<file path="src/rtl/adder_pkg.sv">
// Shared types for the pipelined add/subtract unit.
// Operation encoding, chunk sizing and the last-stage flag bookkeeping.
package adder_pkg;

  typedef enum logic {
    OP_ADD = 1'b0,
    OP_SUB = 1'b1
  } op_e;

  function automatic int chunk_width(input int width, input int stages);
    return width / stages;
  endfunction

  // Operand MSBs of the top chunk and "all lower chunks zero", captured with the final chunk
  typedef struct packed {
    logic a_msb;
    logic b_msb;
    logic lo_zero;
  } tail_t;

endpackage

</file>
<file path="src/rtl/adder_slice.sv">
// One CHUNK-wide registered adder stage with carry in/out.
// Sum and carry are held while load is low.
module adder_slice #(
  parameter int CHUNK = 8
) (
  input  logic             clk,
  input  logic             rst,
  input  logic             load,
  input  logic [CHUNK-1:0] a_in,
  input  logic [CHUNK-1:0] b_in,
  input  logic             cin,
  output logic [CHUNK-1:0] sum_q,
  output logic             cout_q
);

  logic [CHUNK:0] total;

  assign total = {1'b0, a_in} + {1'b0, b_in} + {{CHUNK{1'b0}}, cin};

  always_ff @(posedge clk or posedge rst) begin
    if (rst) begin
      sum_q  <= '0;
      cout_q <= 1'b0;
    end else if (load) begin
      sum_q  <= total[CHUNK-1:0];
      cout_q <= total[CHUNK];
    end
  end

endmodule

</file>
<file path="src/rtl/pipelined_adder.sv">
// Pipelined two's-complement add/subtract with chunked carry propagation.
// Each stage resolves one carry chunk; valid/ready handshake with full backpressure.
module pipelined_adder
  import adder_pkg::*;
#(
  parameter int WIDTH  = 32,
  parameter int STAGES = 4
) (
  input  logic             clk,
  input  logic             rst,
  input  logic             in_valid,
  output logic             in_ready,
  input  logic [WIDTH-1:0] a,
  input  logic [WIDTH-1:0] b,
  input  logic             cin,
  input  op_e              op,
  output logic             out_valid,
  input  logic             out_ready,
  output logic [WIDTH-1:0] s,
  output logic             cout,
  output logic             ovf,
  output logic             zero
);

  localparam int CHUNK = chunk_width(WIDTH, STAGES);
  localparam int LAST  = STAGES - 1;

  logic [WIDTH-1:0]  b_cond;
  logic              c0;
  logic [STAGES-1:0] v;
  logic [STAGES-1:0] v_in;
  logic [STAGES-1:0] ld;
  logic              go_chain;

  always_comb begin
    b_cond = (op == OP_SUB) ? ~b : b;
    c0     = (op == OP_SUB) ? 1'b1 : cin;
  end

  // A stage may load if it is empty or its occupant moves on this edge
  always_comb begin
    ld       = '0;
    go_chain = out_ready;
    for (int k = STAGES - 1; k >= 0; k--) begin
      ld[k]    = !v[k] || go_chain;
      go_chain = ld[k];
    end
  end

  always_comb begin
    v_in    = '0;
    v_in[0] = in_valid;
    for (int k = 1; k < STAGES; k++) begin
      v_in[k] = v[k-1];
    end
  end

  assign in_ready  = ld[0];
  assign out_valid = v[LAST];

  always_ff @(posedge clk or posedge rst) begin
    if (rst) begin
      v <= '0;
    end else begin
      for (int k = 0; k < STAGES; k++) begin
        if (ld[k]) v[k] <= v_in[k];
      end
    end
  end

  for (genvar k = 0; k < STAGES; k++) begin : g_stage
    logic [CHUNK-1:0]         a_in;
    logic [CHUNK-1:0]         b_in;
    logic                     c_in;
    logic [CHUNK-1:0]         sum_q;
    logic                     cout_q;
    logic                     load;
    logic [(k+1)*CHUNK-1:0]   res_done;

    // Only real beats are captured, so stalled or empty stages keep their data
    assign load = ld[k] && v_in[k];

    if (k == 0) begin : g_src
      assign a_in = a[CHUNK-1:0];
      assign b_in = b_cond[CHUNK-1:0];
      assign c_in = c0;
    end else begin : g_src
      assign a_in = g_stage[k-1].g_skew.a_sk[CHUNK-1:0];
      assign b_in = g_stage[k-1].g_skew.b_sk[CHUNK-1:0];
      assign c_in = g_stage[k-1].cout_q;
    end

    adder_slice #(.CHUNK(CHUNK)) u_slice (
      .clk    (clk),
      .rst    (rst),
      .load   (load),
      .a_in   (a_in),
      .b_in   (b_in),
      .cin    (c_in),
      .sum_q  (sum_q),
      .cout_q (cout_q)
    );

    if (k == 0) begin : g_res
      assign res_done = sum_q;
    end else begin : g_res
      logic [k*CHUNK-1:0] r_lo;

      always_ff @(posedge clk or posedge rst) begin
        if (rst) begin
          r_lo <= '0;
        end else if (load) begin
          r_lo <= g_stage[k-1].res_done;
        end
      end

      assign res_done = {sum_q, r_lo};
    end

    // Operand chunks not yet added ride along with the beat
    if (k < LAST) begin : g_skew
      localparam int SW = WIDTH - (k + 1) * CHUNK;
      logic [SW-1:0] a_sk;
      logic [SW-1:0] b_sk;
      logic [SW-1:0] a_nx;
      logic [SW-1:0] b_nx;

      if (k == 0) begin : g_nx
        assign a_nx = a[WIDTH-1:CHUNK];
        assign b_nx = b_cond[WIDTH-1:CHUNK];
      end else begin : g_nx
        assign a_nx = g_stage[k-1].g_skew.a_sk[WIDTH-k*CHUNK-1:CHUNK];
        assign b_nx = g_stage[k-1].g_skew.b_sk[WIDTH-k*CHUNK-1:CHUNK];
      end

      always_ff @(posedge clk or posedge rst) begin
        if (rst) begin
          a_sk <= '0;
          b_sk <= '0;
        end else if (load) begin
          a_sk <= a_nx;
          b_sk <= b_nx;
        end
      end
    end
  end

  logic  lower_zero;
  tail_t tail_q;

  if (LAST == 0) begin : g_lz
    assign lower_zero = 1'b1;
  end else begin : g_lz
    assign lower_zero = (g_stage[LAST-1].res_done == '0);
  end

  always_ff @(posedge clk or posedge rst) begin
    if (rst) begin
      tail_q <= '0;
    end else if (g_stage[LAST].load) begin
      tail_q.a_msb   <= g_stage[LAST].a_in[CHUNK-1];
      tail_q.b_msb   <= g_stage[LAST].b_in[CHUNK-1];
      tail_q.lo_zero <= lower_zero;
    end
  end

  // Carry into the MSB is recovered from the MSB sum bit and its two operand bits
  assign s    = g_stage[LAST].res_done;
  assign cout = g_stage[LAST].cout_q;
  assign ovf  = tail_q.a_msb ^ tail_q.b_msb ^ s[WIDTH-1] ^ cout;
  assign zero = tail_q.lo_zero && (g_stage[LAST].sum_q == '0);

endmodule

</file>
<file path="config.mk">
export PLATFORM = sky130hd
export DESIGN_NAME = pipelined_adder
export DESIGN_NICKNAME = d
export VERILOG_FILES = /design/src/rtl/adder_pkg.sv /design/src/rtl/adder_slice.sv /design/src/rtl/pipelined_adder.sv
export SDC_FILE = /design/constraint.sdc
export NUM_CORES = 1
export LEC_CHECK = 0
export BUFFER_PORTS_ARGS = -buffer_cell sky130_fd_sc_hd__buf_2
export CORE_MARGIN = 2
export CORE_UTILIZATION = 33
export CTS_CLUSTER_SIZE = 8
export DETAILED_ROUTE_END_ITERATION = 7
export PLACE_DENSITY_LB_ADDON = 0.2
export REMOVE_ABC_BUFFERS = 1
export SLEW_MARGIN = 0
export SYNTH_ARGS = -nofsm -noshare
export SYNTH_HDL_FRONTEND = slang
export SYNTH_SLANG_ARGS = --single-unit
</file>
<file path="constraint.sdc">
create_clock -name clk -period 8.1 [get_ports clk]
set_input_delay 2.025 -clock clk [delete_from_list [all_inputs] [get_ports clk]]
set_output_delay 2.025 -clock clk [all_outputs]
set_load 0.005 [all_outputs]
</file>
# Yosys cells after proc, flatten, opt, wreduce, memory -nomap -nowiden
# Index checks and enable logic that the tools add are counted.
# word_totals
inputBits	70
reg_bits	187
out_inout_bits	37
elab_cells	53
# classes
n_mux	2
bitwise	4
add_sub_neg	8
reduce_logical	15
# ops
op	count
$add A8 B8 Y9	4
$add A9 B1 Y9	4
$mux W32	1
$not A32 Y32	1
$logic_not A24 Y1	1
$logic_not A8 Y1	1
$logic_and A1 B1 Y1	5
$logic_not A1 Y1	4
$logic_or A1 B1 Y1	4
$xor A1 B1 Y1	3
$mux W1	1

# Longest topological paths before layout
# logic_depth
ltp_word	6
mapped_depth	10
mapped_depth_nobuf	8

# Cells and area by module
# From an unflattened synthesis, not the netlist that was laid out.
# hier_totals
hier_cells	676
area_unflattened_um2	8973.6
# modules_own_cells
module	cells_per_inst	seq_area_each_um2	n_inst	area_each_um2
pipelined_adder	380	3778.6	1	6048.3
adder_slice at g_stage[2].u_slice ...	75	225.2	2	733.2
adder_slice at g_stage[0].u_slice	73	225.2	1	730.7
adder_slice at g_stage[1].u_slice	73	225.2	1	728.2

# Worst setup path before layout
# Ideal clock, no wire load.
# synth_timing
kind	input to output
startpoint	in out_ready
endpoint	out in_ready
setup_slack_ns	3.634
t_arrival_ns	2.441
path_buffers	0
cell_stages	2
path_cell_list	and4b_4 nand2_1
# synth_via
elab_chain_len	4
# synth_rtl
element	line	text
start: declaration	pipelined_adder.sv:18	input logic out_ready,
$logic_or A1 B1 Y1 (4 in series)	pipelined_adder.sv:45	ld[k] = !v[k] || go_chain;
end: declaration	pipelined_adder.sv:12	output logic in_ready,
# No other way between the ends.

# Worst setup path after layout
# Ends and elaborated chain as after synthesis.

==> flow_metrics.tcl <==
set metrics [dict create \
    outcome "completed" \
    grt_max_degree 113 \
    finalHoldViolCount 0 \
    setup_tns_ns 0 \
    wl_per_cell_um 14.6 \
    dr.pass1.iters 4 \
    period_minus_slack_ns 4.86 \
    async_flop_share 1.00 \
    ant_nets 0 \
    antenna_cells 0 \
    hp-class "reg -> reg" \
    ctsResizeCount 0 \
    cp_common_cell "buf_2" \
    design.core.area_sq_um 26100 \
    clockBufferDepth 2 \
    drc 0 \
    yosys.cell_count.top_type "nand2_1" \
    crit_required_ns 6.08 \
    syn2layout_area_growth_pct 15.8 \
    setup_viol 0 \
    dpl.hpwl_um 13100 \
    vdd_drop_max_mv 0.136 \
    slew_headroom 0.242 \
    ys_seq_elements 187 \
    rsz0062_at_grt "false" \
    critPathArrivalTime_ns 2.83 \
    postCtsSetupBuffers 0 \
    antenna_found_initial 0 \
    p_total_mw 3.14 \
    worstMarginPinSlew_ns 1.13 \
    num_vias 6230 \
    grt_util_all_layers 0.147 \
    synth_top_area_frac 0.534 \
    worst-setup-path-type "in -> out" \
    routed_via_density 4.66 \
    numPortBuffers 106 \
    cellPowerDensity_nw_per_um2 309 \
    dpl.cell_count 1306 \
    yosysSeqAreaShare 0.534 \
    clock-sinks 187 \
    synth_area_leaders "dfrtp_1 53%, nand2_1 16%, ha_1 4.0%" \
    clk_pin_slew_worst_paths_ns 0.07 \
    postSynthAreaPerCell_sq_um 9.75 \
    insertion_delay_ns 0.44 \
    die_x_um 167 \
    reg2reg_slack_ns 5.55 \
    cp_max_fo 5 \
    finClkSkew_ns 0.0104 \
    synthFlopType "dfrtp_1" \
    fp.dieArea_sq_um 27900 \
    drt_iter0_drc 386 \
    cts_tree "done" \
    grt_pass1_vias 6377 \
    finalMaxSlewViolations 0 \
    grt_pass1_wl_um 33100 \
    synth_top_area_cell "dfrtp_1" \
    htree_levels 4 \
    synth.top_cells.by_count "372 x nand2_1, 187 x dfrtp_1, 42 x o21ai_0, 30 x xnor2_1, 28 x ha_1" \
    synth_area_sq_um 8770 \
    fmax_mhz 206 \
    synth_edf_count 0 \
    drive_above_1_share 0.171 \
    io_pins 107 \
    crit_chain "buf_2 > and4b_4 > nand2_1 > buf_2" \
    yosys_warnings 0 \
    cp-end-kind "primary output" \
    numCtsBuffers 17 \
    nets 1096 \
    cp-start-kind "input pin" \
    p_leak_nw 5.11 \
    path_delay_family "simple AND/OR/NAND/NOR gates" \
    drv_cap 0 \
    crit_slowest_cell "and4b_4" \
    gp_congestion 0.782 \
    chipHeight_um 167 \
    ys_types 60 \
    cts_root_buffer "clkbuf_16" \
    hold_buffers 0 \
    period_share 0.600 \
    num_rows 59 \
    overflow 0 \
    critPathBufInv 2 \
    fin_util 0.390 \
    syn_inst 899 \
    start_util 0.337 \
    fin_cells 1338 \
    wl_um 19600 \
    hold_ws_ns 0.459 \
    critical_path.max_stage_delay_ns 0.40 \
]
[path summary, 6_finish.rpt]
| path | to | startpoint | depth (start not counted) |
|---|---|---|---|
| worst max-delay path | in_ready | out_ready | 4 |
| worst min-delay path | g_stage[1].g_skew.a_sk[8] | g_stage[0].g_skew.a_sk[16] | 2 |
| worst max register to register | g_stage[0].u_slice.sum_q[7] | v[2] | 5 |
| worst min register to register | g_stage[1].g_skew.a_sk[8] | g_stage[0].g_skew.a_sk[16] | 2 |
| max in group asynchronous | g_stage[3].g_res.r_lo[11] | rst | 3 |
| min in group asynchronous | g_stage[1].g_skew.a_sk[1] | rst | 2 |
[routing by layer]
layer | vias to the layer above | wire, um | GRT usage
met4 | 0 | 232 | 0.0394
met3 | 21 | 816 | 0.0304
met2 | 112 | 8680 | 0.229
met1 | 2927 | 9830 | 0.209
met5 | - | 0 | 0
li1 | 3170 | - | -
[final cells by class]
type,instances,area (sq um)
clock buffer,19,453
sequential,187,4680
inverter,14,60.1
tap,335,419
clock inverter,13,141
timing repair buffer,111,568
multi-input combinational,659,3830
fill,2647,15900
[layout by cell type (no fill, tap or decap), types with 9 or more instances in the layout]
| master | instances |
|---|---|
| nor4_1 | 10 |
| nand2_1 | 372 |
| a21oi_1 | 12 |
| nor2_1 | 9 |
| ha_1 | 28 |
| xnor2_1 | 30 |
| o21ai_0 | 42 |
| inv_1 | 12 |
| dfrtp_1 | 187 |
| mux2_1 | 12 |
| mux2_4 | 10 |
| buf_2 | 106 |
| xor2_1 | 13 |
| clkbuf_16 | 17 |
[worst min-delay path: cells and delay by family (launching register included)]
family | cells | cell delay (ns)
AND/OR/NAND/NOR | 2 | 0.10
flip-flops | 1 | 0.34
[per-stage QoR]
step / cell area [sq um] / worst slack [ns]
3_3_place_gp: 9560 / 3.23
3_5_place_dp: 9560 / 3.23
6_report: 10200 / 3.24
5_1_grt: 10200 / 3.21
4_1_cts: 10200 / 3.23
2_1_floorplan: 8550 / 0.990
[power by group]
part | leakage [nW] | internal [mW] | switching [mW]
sequential | 2.32 | 1.22 | 0.199
clock | 0.286 | 0.473 | 0.374
combinational | 2.50 | 0.404 | 0.470
total | 5.11 | 2.10 | 1.04
[logic make-up after synthesis]
kind of cell	after synthesis	share of synthesized area
adders and majority gates	36	0.0582
buffers and inverters	53	0.0307
AOI/OAI and AO/OA	125	0.0976
and+or+nand+nor	431	0.202
muxes	24	0.0351
DFF	187	0.534
xor gates and xnor gates	43	0.0429
[registers in the layout, indices dropped and copies added (netlist names)]
name                    flops
g_stage.g_res.r_lo         48
g_stage.g_skew.a_sk        48
tail_q                      3
g_stage.u_slice.sum_q      32
g_stage.g_skew.b_sk        48
v                           4
g_stage.u_slice.cout_q      4
Power figures use the tool's default switching activity.
